File: src/rtl/tcb_lib_pkg.sv
// Shared definitions for the TCB library blocks: response-pipeline stage
// record and latency/select limits.
package tcb_lib_pkg;

  // Longest supported fixed response latency.
  localparam int unsigned TCB_DLY_MAX = 4;

  // Widest port select a stage record can carry (up to 256 ports).
  localparam int unsigned TCB_MPL_MAX = 8;

  // One entry of the response steering pipeline.
  typedef struct packed {
    logic                   act;      // a transfer was accepted in this slot
    logic                   dec_err;  // the transfer hit no existing port
    logic [TCB_MPL_MAX-1:0] sel;      // port that accepted the transfer
  } tcb_dmx_stage_t;

  // True when a select value addresses no existing port.
  function automatic logic tcb_sel_out_of_range(input int unsigned sel, input int unsigned mpn);
    if (sel >= mpn) begin
      return 1'b1;
    end else begin
      return 1'b0;
    end
  endfunction

endpackage

File: src/rtl/tcb_lib_delay_line.sv
// Generic fixed-length shift register used to align response steering with
// the response latency. DLY = 0 degenerates to a wire.
module tcb_lib_delay_line #(
  parameter type         T   = logic,
  parameter int unsigned DLY = 1
)(
  input  logic clk,
  input  logic rst,
  input  T     din,
  output T     dout
);

  generate
    if (DLY == 0) begin : g_bypass
      logic unused_clk_rst_s;
      assign unused_clk_rst_s = clk ^ rst;
      assign dout = din;
    end else begin : g_pipe
      T pipe_r [DLY];

      // Shift every cycle; active-low synchronous clear empties all stages.
      always_ff @(posedge clk) begin
        if (!rst) begin
          for (int i = 0; i < int'(DLY); i++) begin
            pipe_r[i] <= '0;
          end
        end else begin
          pipe_r[0] <= din;
          for (int i = 1; i < int'(DLY); i++) begin
            pipe_r[i] <= pipe_r[i-1];
          end
        end
      end

      assign dout = pipe_r[DLY-1];
    end
  endgenerate

endmodule

File: src/rtl/tcb_lib_demultiplexer_chk.sv
// Simulation-only checks for the demultiplexer request fan-out.
module tcb_lib_demultiplexer_chk #(
  parameter int unsigned MPN = 3
)(
  input logic           clk,
  input logic           rst,
  input logic [MPN-1:0] vld
);

  // At most one downstream port may see a valid request in any cycle.
  man_vld_onehot: assert property (@(posedge clk) disable iff (!rst) $onehot0(vld))
    else $error("tcb_lib_demultiplexer: more than one man.vld high: %b", vld);

endmodule

File: src/rtl/tcb_lib_demultiplexer.sv
// Routes one TCB manager to one of MPN subordinate ports chosen by sel.
// Requests pass combinationally; responses return DLY cycles later and are
// steered back from the port that accepted the matching request. Selects
// beyond the last port are accepted locally and answered with an error.
module tcb_lib_demultiplexer
  import tcb_lib_pkg::*;
#(
  parameter int unsigned ADR = 32,
  parameter int unsigned DAT = 32,
  parameter int unsigned SLW = 8,
  parameter int unsigned BEN = DAT/SLW,
  parameter int unsigned DLY = 1,
  parameter int unsigned MPN = 3,
  parameter int unsigned MPL = (MPN > 1) ? $clog2(MPN) : 1
)(
  input  logic                     clk,
  input  logic                     rst,
  input  logic [MPL-1:0]           sel,
  // upstream manager
  input  logic                     sub_vld,
  input  logic                     sub_wen,
  input  logic [ADR-1:0]           sub_adr,
  input  logic [BEN-1:0]           sub_ben,
  input  logic [DAT-1:0]           sub_wdt,
  output logic [DAT-1:0]           sub_rdt,
  output logic                     sub_err,
  output logic                     sub_rdy,
  // downstream subordinates
  output logic [MPN-1:0]           man_vld,
  output logic [MPN-1:0]           man_wen,
  output logic [MPN-1:0][ADR-1:0]  man_adr,
  output logic [MPN-1:0][BEN-1:0]  man_ben,
  output logic [MPN-1:0][DAT-1:0]  man_wdt,
  input  logic [MPN-1:0][DAT-1:0]  man_rdt,
  input  logic [MPN-1:0]           man_err,
  input  logic [MPN-1:0]           man_rdy
);

  logic           dec_err_s;
  logic           transfer_s;
  tcb_dmx_stage_t stage_in_s;
  tcb_dmx_stage_t stage_out_s;

  assign dec_err_s  = tcb_sel_out_of_range(int'(sel), MPN);
  assign transfer_s = sub_vld & sub_rdy;

  // Route vld to the selected port and take its rdy; out-of-range selects are
  // always ready so the error completes locally. Reset blocks all handshakes.
  always_comb begin
    man_vld = '0;
    sub_rdy = 1'b0;
    if (!rst) begin
      man_vld = '0;
      sub_rdy = 1'b0;
    end else if (dec_err_s) begin
      sub_rdy = 1'b1;
    end else begin
      for (int i = 0; i < int'(MPN); i++) begin
        if (int'(sel) == i) begin
          man_vld[i] = sub_vld;
          sub_rdy    = man_rdy[i];
        end else begin
          man_vld[i] = 1'b0;
        end
      end
    end
  end

  // Request payload is broadcast; only vld distinguishes the target port.
  always_comb begin
    for (int i = 0; i < int'(MPN); i++) begin
      man_wen[i] = sub_wen;
      man_adr[i] = sub_adr;
      man_ben[i] = sub_ben;
      man_wdt[i] = sub_wdt;
    end
  end

  // Build the steering record for the current cycle; a stall records act = 0.
  always_comb begin
    stage_in_s              = '0;
    stage_in_s.act          = transfer_s;
    stage_in_s.dec_err      = dec_err_s;
    stage_in_s.sel[MPL-1:0] = sel;
  end

  tcb_lib_delay_line #(
    .T   (tcb_dmx_stage_t),
    .DLY (DLY)
  ) u_delay (
    .clk  (clk),
    .rst  (rst),
    .din  (stage_in_s),
    .dout (stage_out_s)
  );

  // Steer the response from the port recorded for this slot; idle slots and
  // cycles under reset return zero, decode errors return err with zero data.
  always_comb begin
    sub_rdt = '0;
    sub_err = 1'b0;
    if (!rst) begin
      sub_rdt = '0;
      sub_err = 1'b0;
    end else if (!stage_out_s.act) begin
      sub_rdt = '0;
      sub_err = 1'b0;
    end else if (stage_out_s.dec_err) begin
      sub_rdt = '0;
      sub_err = 1'b1;
    end else begin
      for (int i = 0; i < int'(MPN); i++) begin
        if (int'(stage_out_s.sel) == i) begin
          sub_rdt = man_rdt[i];
          sub_err = man_err[i];
        end else begin
        end
      end
    end
  end

  tcb_lib_demultiplexer_chk #(
    .MPN (MPN)
  ) u_chk (
    .clk (clk),
    .rst (rst),
    .vld (man_vld)
  );

endmodule

File: config.mk
export PLATFORM = sky130hd
export DESIGN_NAME = tcb_lib_demultiplexer
export DESIGN_NICKNAME = d
export VERILOG_FILES = /design/src/rtl/tcb_lib_pkg.sv /design/src/rtl/tcb_lib_delay_line.sv /design/src/rtl/tcb_lib_demultiplexer_chk.sv /design/src/rtl/tcb_lib_demultiplexer.sv
export SDC_FILE = /design/constraint.sdc
export NUM_CORES = 1
export LEC_CHECK = 0
export BUFFER_PORTS_ARGS = -buffer_cell sky130_fd_sc_hd__buf_2
export CORE_AREA = 3 3 161 163
export DETAILED_ROUTE_END_ITERATION = 10
export DIE_AREA = 0 0 164 166
export GPL_TIMING_DRIVEN = 0
export SLEW_MARGIN = 20
export SYNTH_ARGS = -nofsm -noshare
export SYNTH_HDL_FRONTEND = slang
export SYNTH_HIERARCHICAL = 1
export SYNTH_SLANG_ARGS = --single-unit
File: constraint.sdc
create_clock -name clk -period 1.1 [get_ports clk]
set_input_delay 0 -clock clk [delete_from_list [all_inputs] [get_ports clk]]
set_output_delay 0 -clock clk [all_outputs]
set_load 0.05 [all_outputs]
==> run metrics <==
Non-Filler Instances=1073; P_int=between 0.0015 and 0.002 W; vias in the first global route=about 3500; Tmin final=1590 ps; Clk pwr share=0.152; Sequential Power Share=0.098; DRC viols=0; placed cells=1069; gpl congestion=0.796; via-per-instance ratio=approximately 3.3; initial drt markers=slightly below 70; post-route ant nets=0; top cell type's share of synthesized area=0.519; Crit. End Element=output pin; Fill cells=2685; Antenna Cells=0; hpwl dp=11500 um; core footprint=about 24000 um2; RSZ-0062 raised after global routing=true; cts hold-fix bufs=0; most flop-heavy register=u_delay/g_pipe.pipe_r; post-synthesis register bit count=10; Sink Count=10; failing checks=setup timing; Ports=420; Wirelength per Cell=roughly 12 um; Cells after Synth=390; Crit-path slowest cell=nor4_4; Clock Tree Buf Depth=2; area occupied by registers=between 200 and 250 um2; Unique masters post-synth=25; final WL=~13000 um; initial antenna violation count=3; die height=166 um; max incr delay on CP=350 ps; H-Tree Level Count=1; Max Clk Rate=around 630 MHz; first-pass GRT wire length=18000 um; Pre-antenna DRT Iters=4; status=finished with violations; Worst Path Arrival=1590 ps; Peak VDD IR=0.461 mV; number of I/O port buffers=350; final net count=927; Pwr Density=703 nW/um2; HP Class=input port to register; max_cap viols=0; WP buf/inv=2; post-synthesis area per instance=7.79 um2; final setup violation count=33; Ys Warns=6; P&R area growth vs syn=90.9%; share of cells above drive strength 1=0.824; Die Width=approximately 160 um; CTS Root Cell=clkbuf_16; P_sw=0.00216 W; Die ar.=27200 um2; Combinational Power Share=0.750; floorplan row count=57; Final Max Slew Viols=0; CP startpoint kind=register; CP Max Fanout=10; area leader, netlist=buf_4; Worst Path Required=~1100 ps; max reg flops=10; period utilization=1.45; Seq/Total Area, Yosys=0.0659; Final WS setup=-490 ps; Largest regs=u_delay/g_pipe.pipe_r x10; Hold Vio Cnt, Final=0; Mapped Area=3040 um2; largest net degree at the start of global routing=16; Tot GR Track Use=0.0820; Initial Utilization=0.124; Final Core Density=0.237; clock buffers created by TritonCTS=3; TritonCTS clock tree=built; Setup CP Type=register to output pin; most used cell, CP=buf_6; ranking of synthesized cells by area=buf_4 (52%), mux2i_1 (12%), a21oi_2 (8.6%), dfxtp_1 (6.6%), or2_1 (6.6%); crit path cell chain=nor4_4 > nand3_4 > buf_6 > a21oi_4 > buf_6; delay-heaviest family, CP=simple AND/OR/NAND/NOR gates; Vias=3502; sw frac=0.530; GRT overflow=0; area taken by multi-input logic gates=around 1400 um2; Worst-path clk slew=roughly 40 ps; Leakage=3.05 nW
==> power by group through the flow <==
stage	clock [W]	sequential, W	combinational (W)
floorplan	0	0.000400	0.00244
global placement	0	0.000404	0.00305
detailed placement	0	0.000404	0.00306
CTS	0.000636	0.000399	0.00308
global route	0.000662	0.000401	0.00320
finish	0.000620	0.000400	0.00306
==> metrics by stage <==
stage	hold slack (ps)	power (W)	TNS, ps	instance area (um2)	setup slack (ps)
5_1_grt	108	0.00426	-18060	5800	-572
3_5_place_dp	302	0.00346	-14320	5480	-617
6_report	95.3	0.00408	-15340	5800	-490
2_1_floorplan	101	0.00284	-6310	3320	-197
4_1_cts	91.2	0.00412	-16160	5790	-522
3_3_place_gp	303	0.00345	-14400	5480	-623
==> Yosys cell counts (all sizes together) <==
library cell  count
a21oi            32
a2bb2oi           1
and2             12
and3b             1
buf             218
clkbuf            3
conb              1
dfxtp            10
mux2i            35
nand2            33
nand3             2
nand4             1
nor2              2
nor2b             2
nor3              1
nor3b             2
nor4              1
o21ai             1
or2              32
==> kinds of logic (layout without fill, tap and decap cells) <==
group / Yosys count / in the layout / share of synthesized area
flip-flops: 10 / 10 / 0.0659
other: 1 / 6 / 0.00123
buffers and inverters: 221 / 575 / 0.559
AND/OR/NAND/NOR: 89 / 89 / 0.165
AO/OA/AOI/OAI: 34 / 34 / 0.0943
multiplexers: 35 / 35 / 0.115
==> layout make-up <==
class,count,share of cell area
Buffer,221,0.297
Multi-Input combinational cell,164,0.246
Tap cell,324,0.0699
Sequential cell,10,0.0354
Clock buffer,3,0.0129
Timing Repair Buffer,351,0.339
==> per-layer routing <==
layer,share of wire,track usage
met5,0.0032,0
met4,0.019,0.0246
met3,0.11,0.0217
met2,0.55,0.175
met1,0.31,0.0708
==> placed cells by master, fill, tap and decap left out, types with 2 or more instances in the layout <==
| cell | n |
|---|---|
| a21oi_2 | 2 |
| a21oi_4 | 30 |
| and2_1 | 12 |
| buf_12 | 3 |
| buf_2 | 317 |
| buf_4 | 209 |
| buf_6 | 37 |
| buf_8 | 3 |
| clkbuf_1 | 2 |
| clkbuf_16 | 3 |
| conb_1 | 6 |
| dfxtp_1 | 6 |
| dfxtp_2 | 4 |
| mux2i_1 | 35 |
| nand2_1 | 33 |
| nor2b_1 | 2 |
| nor3b_2 | 2 |
| or2_1 | 32 |
==> worst paths after layout <==
check / slack, ps / end / startpoint / cells past startpoint
hold / removal: 100 / u_delay/g_pipe.pipe_r[0][1] / sel[1] / 2
setup / recovery: -490 / sub_rdt[6] / u_delay/g_pipe.pipe_r[0][6] / 5
==> timing repair <==
action,CTS,global route
gates resized for setup,74,5
setup endpoints to repair,33,33
pin swaps,3,3
buffers inserted,1,0
Note: power is estimated with default switching activity, not from simulation.
